==> config.mk <==
export PLATFORM = sky130hd
export DESIGN_NAME = division
export DESIGN_NICKNAME = d
export VERILOG_FILES = /design/src/rtl/division.sv
export SDC_FILE = /design/constraint.sdc
export NUM_CORES = 1
export LEC_CHECK = 0
export ABC_AREA = 1
export CAP_MARGIN = 15
export CORE_AREA = 4 4 167 169
export CTS_BUF_LIST = sky130_fd_sc_hd__clkbuf_8
export CTS_CLUSTER_SIZE = 20
export DETAILED_ROUTE_END_ITERATION = 7
export DIE_AREA = 0 0 171 173
export HOLD_SLACK_MARGIN = 0.12
export PLACE_DENSITY = 0.54
export SLEW_MARGIN = 10
export SYNTH_ARGS = -nofsm -noshare
export SYNTH_HDL_FRONTEND = slang
export SYNTH_SLANG_ARGS = --single-unit
==> constraint.sdc <==
create_clock -name clk -period 2.7 [get_ports clk]
set_input_delay 0.54 -clock clk [delete_from_list [all_inputs] [get_ports clk]]
set_output_delay 0.54 -clock clk [all_outputs]
set_load 0.02 [all_outputs]
==> src/rtl/division.sv <==
// ============================================================================
// Module   : division
// Brief    : Multi-cycle unsigned restoring divider, one quotient bit per clock
// Revision : 1.0 - initial release
// ============================================================================
`default_nettype none

module division #(
    parameter int WIDTH = 32
) (
    input  logic             clk,
    input  logic             reset,
    input  logic             start,
    input  logic [WIDTH-1:0] a,
    input  logic [WIDTH-1:0] b,
    output logic [WIDTH-1:0] q,
    output logic [WIDTH-1:0] r,
    output logic             busy,
    output logic             done
);

    localparam int                 c_CNT_W = (WIDTH > 1) ? $clog2(WIDTH) : 1;
    localparam logic [c_CNT_W-1:0] c_LAST  = c_CNT_W'(WIDTH - 1);

    typedef enum logic [0:0] {
        S_IDLE = 1'b0,
        S_RUN  = 1'b1
    } state_t;

    state_t             r_state;
    logic [c_CNT_W-1:0] r_cnt;
    logic [WIDTH-1:0]   r_dvd;
    logic [WIDTH-1:0]   r_dvs;
    logic [WIDTH-1:0]   r_rem;

    logic [WIDTH:0]     w_rem_sh;
    logic [WIDTH:0]     w_diff;
    logic               w_qbit;
    logic [WIDTH-1:0]   w_rem_nxt;
    logic [WIDTH-1:0]   w_dvd_nxt;

    // The dividend register doubles as the quotient: dividend bits leave at
    // the MSB while quotient bits enter at the LSB.
    always_comb begin
        w_rem_sh  = {r_rem, r_dvd[WIDTH-1]};
        w_diff    = w_rem_sh - {1'b0, r_dvs};
        w_qbit    = ~w_diff[WIDTH];
        w_rem_nxt = w_qbit ? w_diff[WIDTH-1:0] : w_rem_sh[WIDTH-1:0];
        w_dvd_nxt = {r_dvd[WIDTH-2:0], w_qbit};
    end

    assign busy = (r_state == S_RUN);

    always_ff @(posedge clk) begin
        if (reset) begin
            r_state <= S_IDLE;
            r_cnt   <= '0;
            r_dvd   <= '0;
            r_dvs   <= '0;
            r_rem   <= '0;
            q       <= '0;
            r       <= '0;
            done    <= 1'b0;
        end else begin
            done <= 1'b0;
            case (r_state)
                S_IDLE: begin
                    if (start) begin
                        r_dvd   <= a;
                        r_dvs   <= b;
                        r_rem   <= '0;
                        r_cnt   <= '0;
                        r_state <= S_RUN;
                    end
                end
                S_RUN: begin
                    r_dvd <= w_dvd_nxt;
                    r_rem <= w_rem_nxt;
                    r_cnt <= r_cnt + 1'b1;
                    if (r_cnt == c_LAST) begin
                        q       <= w_dvd_nxt;
                        r       <= w_rem_nxt;
                        done    <= 1'b1;
                        r_cnt   <= '0;
                        r_state <= S_IDLE;
                    end
                end
                default: r_state <= S_IDLE;
            endcase
        end
    end

endmodule

`default_nettype wire

==> reports/summary.txt, run 1 <==
Die W: 171 microns
Ys Warns: 0
cell taking the most area after synthesis: dfxtp_1
total die area: 0.02958 sq mm
grt total ovfl: 0
initial DRC count: 499
crit path DAT: 2890 ps
vias in the first global route: 8807
Fillers: 2887
Post-DP HPWL: 19.63 mm
Syn Area/Cell: 6.373 sq um
DRC: 0
clock slew at reported path FFs: 110 ps
commonest non-fill, non-tap cell in the layout: nand2_1
share of layout cells above drive strength 1: 0.05169
worst-path cell chain: inv_1 > ha_1 > nand2_1 > inv_1 > nand2_1 > nand2_1 > nand2_1 > nand2_1 > a21oi_1 > nand2_2 > nand2_4 > buf_6 > nand3_1 > nand2_1 > nand2_1 > a21oi_1
Worst R2R Setup Slack: 220 ps
antenna cells: 0
pwr dens: 1037 mW/mm^2
Syn Nets: 1540
CTS Buffer Depth: 2
hold slack: 454.7 ps
CP Capture Type: flip-flop
count of pins over their slew limit: 0
Post-Route WL: 27.63 mm
antenna violations before repair: 0
Yosys top cell area share: 0.3648
#FFs+latches synth: 167
power after layout: 11760 uW
GRT Overall Usage: 0.1857
final core utilization: 0.4267
Num Clock Sinks: 167
Post-Synthesis Cells: 1438
mapped cell area: 0.009165 sq mm
Layout Nets: 1656
WL/cell: 14.48 microns
routed via count: 8889
Synth area leaders: dfxtp_1 (36%), nand2_1 (22%), inv_1 (9.9%), nand3_1 (5.7%), a21oi_1 (4.6%)
Routed Antenna Nets: 0
GPL Wtd Cong: 0.8798
status: completed
CTS tree: yes
num rows: 60
worst setup path start: r_dvs[18]
initial core utilization: 0.3449
Seq/Total Area, Yosys: 0.3648
Fmax achieved: 0.4029 GHz
PortBufs: 132
Post-synth EDFFs: 0
crit path max fanout: 15
Period minus WS final: 2482 ps
post-route cell area: 0.01134 sq mm
final setup fails: 0
MaxCap Viol Count: 0
clk_skew: 19.09 ps
Hold Fails Final Rpt: 0
HP Start: r[11]
Worst Hold Class: flip-flop to flip-flop
largest net degree at the start of global routing: 65
postcts setup bufs: 0
H-tree levels: 4
TNS Setup: 0 ps
synth unique cells: 34
area grow syn2layout: 23.73%
Slew @ Worst Pin: 741.0 ps
Main synth FF type: dfxtp_1
Peak VDD IR: 0.6563 mV
Synth async-reset ratio: 0
Critical Path RT: 3110 ps
most frequent cell on the critical path: nand2_1
slowest stage delay, CP: 370 ps
global-route wire length before repair: 44.53 mm
Vias/cell: 4.659
Chip Height: 173 microns
Core ar.: 0.02658 sq mm
worst skew pair latency: 490 ps
Num CTS Buffers: 17
leading cell types in the layout, fill and taps excluded: nand2_1 (545), inv_1 (242), dfxtp_1 (166)
final worst path period share: 0.9193
Root Driver: clkbuf_8
Post-DP Area: 0.01085 sq mm
relative slew slack: 0.5055
Startpoint Class: flip-flop
Slowest-stage cell, CP: ha_1
LEAKAGE: 0.005555 uW
Setup CP Type: flip-flop to flip-flop
I/O Pins: 133
RR Startpoint: r_dvs[18]
Pre-antenna DRT Iters: 5
RSZ-0062 raised after global routing: no
## area by class of cell
cell class,count,area (sq um),area share
Clock buffer,17,234.0,0.02063
Clock inverter,15,195.2,0.01721
Inverter,248,930.9,0.08209
Multi-Input combinational cell,969,4705,0.4149
Sequential cell,167,3344,0.2949
Tap cell,341,426.7,0.03763
Timing Repair Buffer,151,1504,0.1326
## cell families (layout without fill, tap and decap cells)
family,count (synthesis),count (layout),synth area share
AOI/OAI and AO/OA,169,169,0.1024
xor gates and xnor gates,16,16,0.01529
adders and majority gates,35,35,0.04860
buffers and inverters,303,431,0.1291
DFF,167,167,0.3648
and+or+nand+nor,748,749,0.3398
## cell usage after synthesis (2+ instances only)
library cell  instances
nor3_1                3
o21ai_0              58
a22o_1                7
inv_1               242
o221ai_1             13
nand4_1               9
ha_1                 34
nor2_1               43
clkbuf_1             35
buf_2                 4
nand3b_1             23
buf_1                 8
inv_2                 5
nand2_2               3
a21oi_1              85
xor2_1                3
nor2_2                7
and2_1                4
a21oi_2               2
dfxtp_1             167
xnor2_1              13
nand2_1             547
buf_6                 3
nand2_4               2
nand3_1             105
buf_4                 5
## critical path: cells and delay by family (launching register included)
kind,cells,cell delay [ps]
AO/OA/AOI/OAI,2,450
adder cells (fa/ha/maj),1,370
buffers and inverters,3,310
flip-flops,1,330
AND/OR/NAND/NOR,10,930
## path summary, 6_finish.rpt
path | end | depth (start not counted)
worst max-delay path | r_rem[25] | 16
worst min-delay path | r[11] | 2
worst max register to register | r_rem[25] | 16
worst min register to register | r[11] | 2
## power by group
group          internal, uW  switching, uW
registers              2700            161
logic                  2320           4640
clock network           726           1220
total                  5750           6020
## through the flow
stage | std cells | worst slack (ps)
after floorplan | 1438 | 461.4
after global placement | 1875 | 216.6
after detailed placement | 1875 | 125.1
after CTS | 1907 | 85.90
after global routing | 1908 | 13.94
final | 1908 | 217.9
## timing repair
| item | 4_1_cts | 5_1_grt |
|---|---|---|
| setup endpoints to repair | 0 | 65 |
| gates resized for setup | 0 | 9 |
| hold buffers | 0 | 0 |
## routing by layer
| layer | vias to the layer above | global-route usage | wire [microns] |
|---|---|---|---|
| met1 | 4002 | 0.2411 | 12890 |
| met2 | 186 | 0.3056 | 12680 |
| met5 | - | 0 | 0 |
| met3 | 29 | 0.05053 | 1609 |
| li1 | 4672 | - | - |
| met4 | 0 | 0.04688 | 453 |
## sequential cells by signal, indices dropped and copies added (netlist names)
signal and count:
r_dvd 32, r_cnt 5, q 32, r_rem 32, busy 1, done 1
r_dvs 32, r 32
(Power assumes the default switching activity.)
==> inputs of run 2 (changes only) <==
--- a/config.mk
+++ b/config.mk
@@ -7,13 +7,14 @@
 export LEC_CHECK = 0
 export ABC_AREA = 1
 export CAP_MARGIN = 15
-export CORE_AREA = 4 4 167 169
+export CORE_AREA = 2 2 155 157
 export CTS_BUF_LIST = sky130_fd_sc_hd__clkbuf_8
 export CTS_CLUSTER_SIZE = 20
 export DETAILED_ROUTE_END_ITERATION = 7
-export DIE_AREA = 0 0 171 173
+export DIE_AREA = 0 0 157 159
 export HOLD_SLACK_MARGIN = 0.12
-export PLACE_DENSITY = 0.54
+export PLACE_DENSITY = 0.6
+export RECOVER_POWER = 100
 export SLEW_MARGIN = 10
 export SYNTH_ARGS = -nofsm -noshare
 export SYNTH_HDL_FRONTEND = slang
==> run 2 against run 1 <==
Effect of this change: combinational power is 2% higher; count of clock-buffer cells in the layout unchanged; highest routed layer unchanged; critical path type unchanged; largest cell class unchanged; sequential power barely moved; register-to-register slack improved by 40 ps.
==> reports/summary.txt, run 2 (synthesis results as in run 1) <==
status: completed
clock slew at reported path FFs: 110 ps
Slew @ Worst Pin: 788.8 ps
WL/cell: 13.88 microns
cell family with most CP delay: simple AND/OR/NAND/NOR gates
I/O Pins: 133
PortBufs: 132
TNS Setup: 0 ps
MaxCap Viol Count: 0
LEAKAGE: 0.005843 uW
Final Non-Filler Cells: 1893
Period minus WS final: 2443 ps
Num CTS Buffers: 17
GRT Overall Usage: 0.2113
final worst path period share: 0.9050
Fmax achieved: 0.4093 GHz
count of pins over their slew limit: 0
Critical Path RT: 3110 ps
initial core utilization: 0.3952
num rows: 56
internal power: 6012 uW
routed via count: 8877
commonest non-fill, non-tap cell in the layout: nand2_1
initial DRC count: 537
Pre-antenna DRT Iters: 6
Seq pwr share: 0.238
relative slew slack: 0.4742
total die area: 0.02496 sq mm
Gate power share: 0.592
area grow syn2layout: 24.31%
DRC: 0
Peak VDD IR: 0.4789 mV
Worst R2R Setup Slack: 260 ps
HP Start: r[13]
r2r endpoint: r[18]
setup ws final: 256.6 ps
Startpoint Class: flip-flop
worst skew pair latency: 470 ps
Layout Nets: 1663
post-placement setup slack: 130.1 ps
global-route wire length before repair: 42.71 mm
Routed Antenna Nets: 0
Setup CP Type: flip-flop to flip-flop
RR Startpoint: r_cnt[0]
H-tree levels: 4
RSZ-0062 raised after global routing: no
switching part of the total power: 0.4991
clk_skew: 19.15 ps
hold path depth: 2
CTS Buffer Depth: 2
GPL Wtd Cong: 0.9614
worst-path cell chain: ha_1 > inv_1 > nor3_1 > ha_1 > nand2_1 > nor2_4 > clkbuf_2 > nand3_1 > nand2_1
Worst Hold End: r[13]
FF-to-FF path depth: 9
antenna violations before repair: 0
Chip Height: 159 microns
Die W: 157 microns
Num Clock Sinks: 167
Vias/cell: 4.689
Root Driver: clkbuf_8
Hold Fails Final Rpt: 0
share of layout cells above drive strength 1: 0.05337
crit path DAT: 2860 ps
Psw: 5989 uW
antenna cells: 0
Worst Hold Class: flip-flop to flip-flop
pwr dens: 1053 mW/mm^2
CTS tree: yes
Slowest-stage cell, CP: clkbuf_2
final core utilization: 0.4913
final setup fails: 0
Clock power frac: 0.171
power after layout: 12000 uW
crit path buf inv count: 2
cell count after placement: 1857
hold_buf cts: 0
vias in the first global route: 8535
Post-Route WL: 26.27 mm
CP Capture Type: flip-flop
grt total ovfl: 0
slowest stage delay, CP: 570 ps
Core ar.: 0.02319 sq mm
crit path max fanout: 22
Post-DP HPWL: 19.16 mm
largest net degree at the start of global routing: 57
leading cell types in the layout, fill and taps excluded: nand2_1 (546), inv_1 (242), dfxtp_1 (167)
## run 2: changes by cell type in the layout (fill, tap and decap cells not counted), moves of 2 or more
cell             previous run  this run
bufinv_16                   0         2
clkinv_8                    6         4
clkbuf_1                    0         2
clkbuf_2                    0         5
buf_6                       4         1
dlygate4sd3_1               0        66
buf_4                      13        11
clkdlybuf4s50_1           132        66
buf_8                       0         3
inv_6                       0         2
## run 2: stage by stage
stage | area (sq um) | hold slack, ps
floorplan | 9165 | 435.3
global placement | 10860 | 438.2
detailed placement | 10860 | 438.4
CTS | 11310 | 459.5
global route | 11390 | 471.4
finish | 11390 | 452.7
## run 2: layout make-up
type                    instances  area (sq um)
flip-flops and latches        167          3343
well taps                     319         399.1
repair buffers                157          1540
inverters                     248         930.9
fillers                      2441         11800
clock buffers                  17         234.0
multi-input cells             970          4722
clock inverters                15         224.0
## run 2: power groups by stage
stage          registers, uW  logic, uW  clock network [uW]
4_1_cts                 2850       6670                2100
3_3_place_gp            2910       6530                   0
3_5_place_dp            2910       6630                   0
5_1_grt                 2890       8080                2200
6_report                2860       7100                2050
2_1_floorplan           2860       5130                   0
## run 2: worst max path at each step
stage	from	endpoint	slack [ps]	cells after the start
after floorplan	r_dvd[31]	r_rem[23]	460	16
after global placement	r_dvd[31]	r_rem[28]	250	18
after detailed placement	r_dvd[31]	r_rem[28]	130	18
after CTS	r_dvd[31]	r_rem[28]	100	18
after global routing	r_cnt[0]	r[19]	9	9
final	r_cnt[0]	r[18]	260	9
## run 2: what timing repair did
| item | CTS | global route |
|---|---|---|
| endpoints found under the setup margin | 0 | 65 |
| resized for setup | 0 | 14 |
| buffers inserted | 0 | 2 |
## run 2: layer usage
metal  wire length [microns]  track usage  part of all wire
met1                   12530       0.2803              0.48
met2                   12090       0.3503              0.46
met3                    1335      0.04573             0.051
met4                     311      0.04962             0.012
met5                       0            0                 0
## run 2: worst reg2reg max path: stages (launching register included)
cell      delay (ps)
dfxtp_1          400
ha_1             160
inv_1             50
nor3_1           140
ha_1             200
nand2_1          100
nor2_4           490
clkbuf_2         580
nand3_1          190
nand2_1           80
==> inputs of run 3 (changes only) <==
--- a/config.mk
+++ b/config.mk
@@ -13,7 +13,7 @@
 export DETAILED_ROUTE_END_ITERATION = 7
 export DIE_AREA = 0 0 157 159
 export HOLD_SLACK_MARGIN = 0.12
-export PLACE_DENSITY = 0.6
+export PLACE_DENSITY = 0.62
 export RECOVER_POWER = 100
 export SLEW_MARGIN = 10
 export SYNTH_ARGS = -nofsm -noshare
==> constraint.sdc (replaced) <==
create_clock -name clk -period 2.05 [get_ports clk]
set_input_delay 0.41 -clock clk [delete_from_list [all_inputs] [get_ports clk]]
set_output_delay 0.41 -clock clk [all_outputs]
set_load 0.02 [all_outputs]
==> run 3 against run 2 <==
Effect of this change: the run now ends with negative setup slack left; flip-flop and latch count did not move; critical path type unchanged; critical endpoint is now r_rem[13]; critical path depth rose by 8; sequential power rose by 31%; wire length rose by 6.6%.
==> reports/summary.txt, run 3 (synthesis results as in run 1) <==
status: finished with violations
failing checks: negative setup slack
GRT Overall Usage: 0.2286
RSZ-0062 raised after global routing: yes
commonest non-fill, non-tap cell in the layout: nand2_1
Period minus WS final: 2313 ps
final worst path period share: 1.128
hold path depth: 2
Post-Route WL: 28.01 mm
antenna violations before repair: 0
Chip Height: 159 microns
H-tree levels: 4
MaxCap Viol Count: 0
crit path DAT: 2660 ps
Routed Antenna Nets: 0
initial core utilization: 0.3952
GPL Wtd Cong: 0.9046
r2r endpoint: r_rem[13]
worst skew pair latency: 490 ps
pwr dens: 1470 mW/mm^2
relative slew slack: 0.5440
largest net degree at the start of global routing: 41
grt total ovfl: 0
Core ar.: 0.02319 sq mm
Worst Hold End: r[1]
WL/cell: 13.72 microns
hold_buf cts: 0
Vias/cell: 4.610
Startpoint Class: flip-flop
Post-DP HPWL: 19.98 mm
Die W: 157 microns
I/O Pins: 133
RR Startpoint: r_dvd[31]
Worst Hold Class: flip-flop to flip-flop
vias in the first global route: 9230
final core utilization: 0.5623
DRC: 0
LEAKAGE: 0.006461 uW
Num Clock Sinks: 167
global-route wire length before repair: 45.55 mm
crit path max fanout: 17
leading cell types in the layout, fill and taps excluded: nand2_1 (509), inv_1 (240), dfxtp_1 (165)
power after layout: 19170 uW
initial DRC count: 420
HP Start: r[1]
clock slew at reported path FFs: 110 ps
area grow syn2layout: 42.29%
CP Capture Type: flip-flop
setup ws final: -262.6 ps
CTS tree: yes
antenna cells: 0
Critical Path RT: 2400 ps
Root Driver: clkbuf_8
Hold Fails Final Rpt: 0
CTS Buffer Depth: 2
Num CTS Buffers: 17
Setup CP Type: flip-flop to flip-flop
Worst R2R Setup Slack: -260 ps
PortBufs: 132
Fmax achieved: 0.4324 GHz
count of pins over their slew limit: 0
Peak VDD IR: 0.8588 mV
Layout Nets: 1812
num rows: 56
clk_skew: 21.69 ps
routed via count: 9413
Pre-antenna DRT Iters: 4
FF-to-FF path depth: 17
share of layout cells above drive strength 1: 0.1811
final setup fails: 66
Slew @ Worst Pin: 682.4 ps
total die area: 0.02496 sq mm
==> run 3: cell types whose count changed in the layout (fill, tap and decap cells not counted), sizes merged <==
| cell | before | now |
|---|---|---|
| buf | 17 | 173 |
| clkdlybuf4s50 | 66 | 132 |
| dlygate4sd3 | 66 | 0 |
| clkbuf | 25 | 18 |
| bufinv | 2 | 0 |
| inv | 256 | 258 |
| nand2 | 554 | 552 |
| nor2 | 50 | 52 |
==> run 3: report_power, final <==
group / total (uW) / switching, uW / internal, uW / leakage, uW
Sequential: 3750 / 195 / 3550 / 0.00136
Clock: 2720 / 1690 / 1030 / 0.000228
Combinational: 12700 / 7220 / 5490 / 0.00487
Total: 19200 / 9110 / 10100 / 0.00646
==> run 3: repair_timing <==
action,in CTS,in global routing
setup buffers,10,5
gates cloned,4,1
pin swaps,20,40
resized for setup,22,40
setup endpoints to repair,97,87
==> run 3: metrics by stage <==
stage	cell area, sq um	instances	hold WS (ps)	TNS (ps)	setup WS [ps]
after floorplan	9276	1438	435.3	-1874	-57.66
after global placement	12130	1992	438.8	-26470	-292.6
after detailed placement	12130	1992	443.7	-30560	-340.9
after CTS	12850	2038	458.5	-16190	-290.1
after global routing	13040	2042	475.8	-24740	-421.8
final	13040	2042	454.5	-13510	-262.6
==> run 3: worst max-delay path: stages (launching register included) <==
cell	delay (ps)
dfxtp_2	350
inv_2	50
ha_4	160
fa_2	370
inv_2	80
nand2_2	50
nand2_2	60
nand3_2	60
nand2_2	90
nand2_2	70
nand2_4	90
nand2_4	80
nand3_4	110
buf_4	140
buf_12	140
nand3b_1	120
nand3_1	110
a21oi_1	60
==> run 3: how the worst max path moves through the flow <==
stage	startpoint	to	slack [ps]	cells after the start
2_1_floorplan	r_dvd[31]	r_rem[28]	-60	19
3_3_place_gp	r_dvd[31]	r_rem[27]	-290	19
3_5_place_dp	r_dvd[31]	r_rem[14]	-340	18
4_1_cts	r_dvd[31]	r_rem[21]	-290	18
5_1_grt	r_dvd[31]	r_rem[31]	-420	19
6_report	r_dvd[31]	r_rem[13]	-260	17
==> run 3: per-layer routing <==
| metal | vias to the layer above | wire length (microns) | track usage |
|---|---|---|---|
| met2 | 152 | 13070 | 0.3872 |
| met1 | 4245 | 13350 | 0.2973 |
| met3 | 21 | 1278 | 0.04845 |
| met5 | - | 0 | 0 |
| met4 | 0 | 308 | 0.05254 |
| li1 | 4995 | - | - |
==> run 3: layout make-up <==
cell class,count,area [sq um]
fill,2239,10150
clock inverter,15,232.7
inverter,248,930.9
timing repair buffer,306,2853
sequential,167,3346
tap,319,399.1
multi-input combinational,970,5046
clock buffer,17,234.0
==> edit, RTL diff (settings of run 1) <==
Set the parameter `WIDTH` to 16 (it was 32).
--- a/src/rtl/division.sv
+++ b/src/rtl/division.sv
@@ -8,3 +8,3 @@
 module division #(
-    parameter int WIDTH = 32
+    parameter int WIDTH = 16
 ) (
Ports: changed (resized a, b, q and r); port bits go from 133 to 69. The function was not compared with the original's and may differ.
==> edit against run 1 <==
- setup slack better by 80 ps
- maximum frequency up 3.3%
- routed wire length down 53%
- design area down 49%
- sequential cell count down 81
- power down 70%
- global-route usage down 9.5 points
- sequential power down 52%
- synthesized area down 51%
- highest routed layer unchanged
==> edit: results (changes against run 1) <==
| Result | Value | Unit | Change |
|:---|:---|:---|:---|
| Wire per inst | 12.2 | um | was 14.5 um |
| Clk Tree Root Cell | sky130_fd_sc_hd__clkbuf_8 | - | unchanged |
| # nets final | 773 | - | was 1656 |
| Via count of the first global-routing pass | 4141 | - | was 8807 |
| Biggest area contributors in the synthesized netlist | sky130_fd_sc_hd__dfxtp_1 (38%), sky130_fd_sc_hd__nand2_1 (18%), sky130_fd_sc_hd__inv_1 (8.9%) | - | was sky130_fd_sc_hd__dfxtp_1 (36%), sky130_fd_sc_hd__nand2_1 (22%), sky130_fd_sc_hd__inv_1 (9.9%) |
| Proportion of synthesized chip area in sequential cells | 38.4 | % | was 36.5% |
| Number of buffers created by CTS | 9 | - | was 17 |
| Delay contributed by the slowest stage of the critical path | 400 | ps | was 370 ps |
| Number of warnings issued by yosys | 0 | - | unchanged |
| GRT Total Usage | 9.11 | % | was 18.6% |
| List of most frequent post-synthesis cells | sky130_fd_sc_hd__nand2_1 (221), sky130_fd_sc_hd__inv_1 (106), sky130_fd_sc_hd__dfxtp_1 (86) | - | was sky130_fd_sc_hd__nand2_1 (547), sky130_fd_sc_hd__inv_1 (242), sky130_fd_sc_hd__dfxtp_1 (167) |
| Maximum number of pins on one net before global-route repair | 33 | - | was 65 |
| R2R Setup Slk | 300 | ps | was 220 ps |
| Reg power frac | 38.5 | % | was 24.3% |
| Maximum ir drop on the vdd rail | 0.273 | mV | was 0.656 mV |
| Worst-Skew Late Latency | 370 | ps | was 490 ps |
| Headroom to the max-slew limit | 52.2 | % | was 50.5% |
| Total number of H-tree levels | 3 | - | was 4 |
| Iteration count of the initial detailed-routing pass | 4 | - | was 5 |
| Share of final-layout standard cells stronger than drive strength 1 | 7.46 | % | was 5.17% |
| Net Count, Synth | 710 | - | was 1540 |
| Clock Skews | 10.8 | ps | was 19.1 ps |
| Part of the total power dissipated in the clock network | 28.2 | % | was 16.5% |
| Initial drt markers | 189 | - | was 499 |
| Arr. time, crit path | 2710 | ps | was 2890 ps |
| Net switching share of the total power | 36.5 | % | was 51.1% |
| Path type of the worst min-delay path | reg -> reg | - | unchanged |
| HPWL after detailed placement | 9.64 | mm | was 19.6 mm |
| Final weighted congestion in routability-driven placement | 0.804 | - | was 0.880 |
| Number of antenna violations at the first check in global routing | 0 | - | unchanged |
| Post-CTS setup buffer count | 0 | - | unchanged |
| Status | complete, no violations | - | unchanged |
| Gate family responsible for the most delay along the worst path | simple AND/OR/NAND/NOR gates | - | unchanged |
| Top FF cell, synth | sky130_fd_sc_hd__dfxtp_1 | - | unchanged |
| Wire length of the first global-routing pass | 21.7 | mm | was 44.5 mm |
| Leak | 2.57 | nW | was 5.55 nW |
| Buffers added on ports | 68 | - | was 132 |
| Highest net fanout along the worst path | 18 | - | was 15 |
| CP max stage cell | sky130_fd_sc_hd__fa_1 | - | was sky130_fd_sc_hd__ha_1 |
| Via density | 3.85 | - | was 4.66 |
## edit: logic make-up (layout without fill, tap and decap cells)
kind of cell | count (synthesis) | count (layout) | share of synthesized area [%]
fa+ha+maj | 18 | 18 | 5.19
simple gates | 324 | 324 | 32.0
compound gates | 88 | 88 | 11.1
xor+xnor | 8 | 8 | 1.56
buf+inv | 133 | 200 | 11.8
flops | 86 | 86 | 38.4
## edit: stage by stage
stage | hold WS [ps] | setup WS (ps) | power [mW] | instance area (um2) | std cells
final | 457 | 298 | 3.57 | 5760 | 1065
after global routing | 484 | 42.4 | 3.85 | 5760 | 1065
after global placement | 447 | 230 | 2.58 | 5540 | 1050
after floorplan | 435 | 612 | 2.32 | 4490 | 657
after CTS | 462 | 227 | 3.61 | 5750 | 1065
after detailed placement | 447 | 236 | 2.58 | 5540 | 1050
## edit: final timing paths
path          endpoint  cells after the start  startpoint
max          r_rem[14]                     16   r_dvd[15]
min              r[10]                      2       r[10]
max reg2reg  r_rem[14]                     16   r_dvd[15]
min reg2reg      r[10]                      2       r[10]
## edit: area by class of cell
class | instances | area (um2)
clock buffers | 9 | 124
clock inverters | 6 | 87.6
fillers | 3011 | 20800
inverters | 109 | 409
multi-input cells | 438 | 2250
flip-flops and latches | 86 | 1720
well taps | 341 | 427
repair buffers | 76 | 741
## edit: per-layer routing
| metal | GRT usage, % | vias to the layer above | wire length (um) | part of all wire [%] |
|---|---|---|---|---|
| met5 | 0 | - | 0 | 0 |
| met4 | 2.97 | 0 | 273 | 2.1 |
| met3 | 2.42 | 20 | 626 | 4.8 |
| met2 | 14.7 | 77 | 5930 | 46 |
| met1 | 11.8 | 1818 | 6120 | 47 |
| li1 | - | 2182 | - | - |
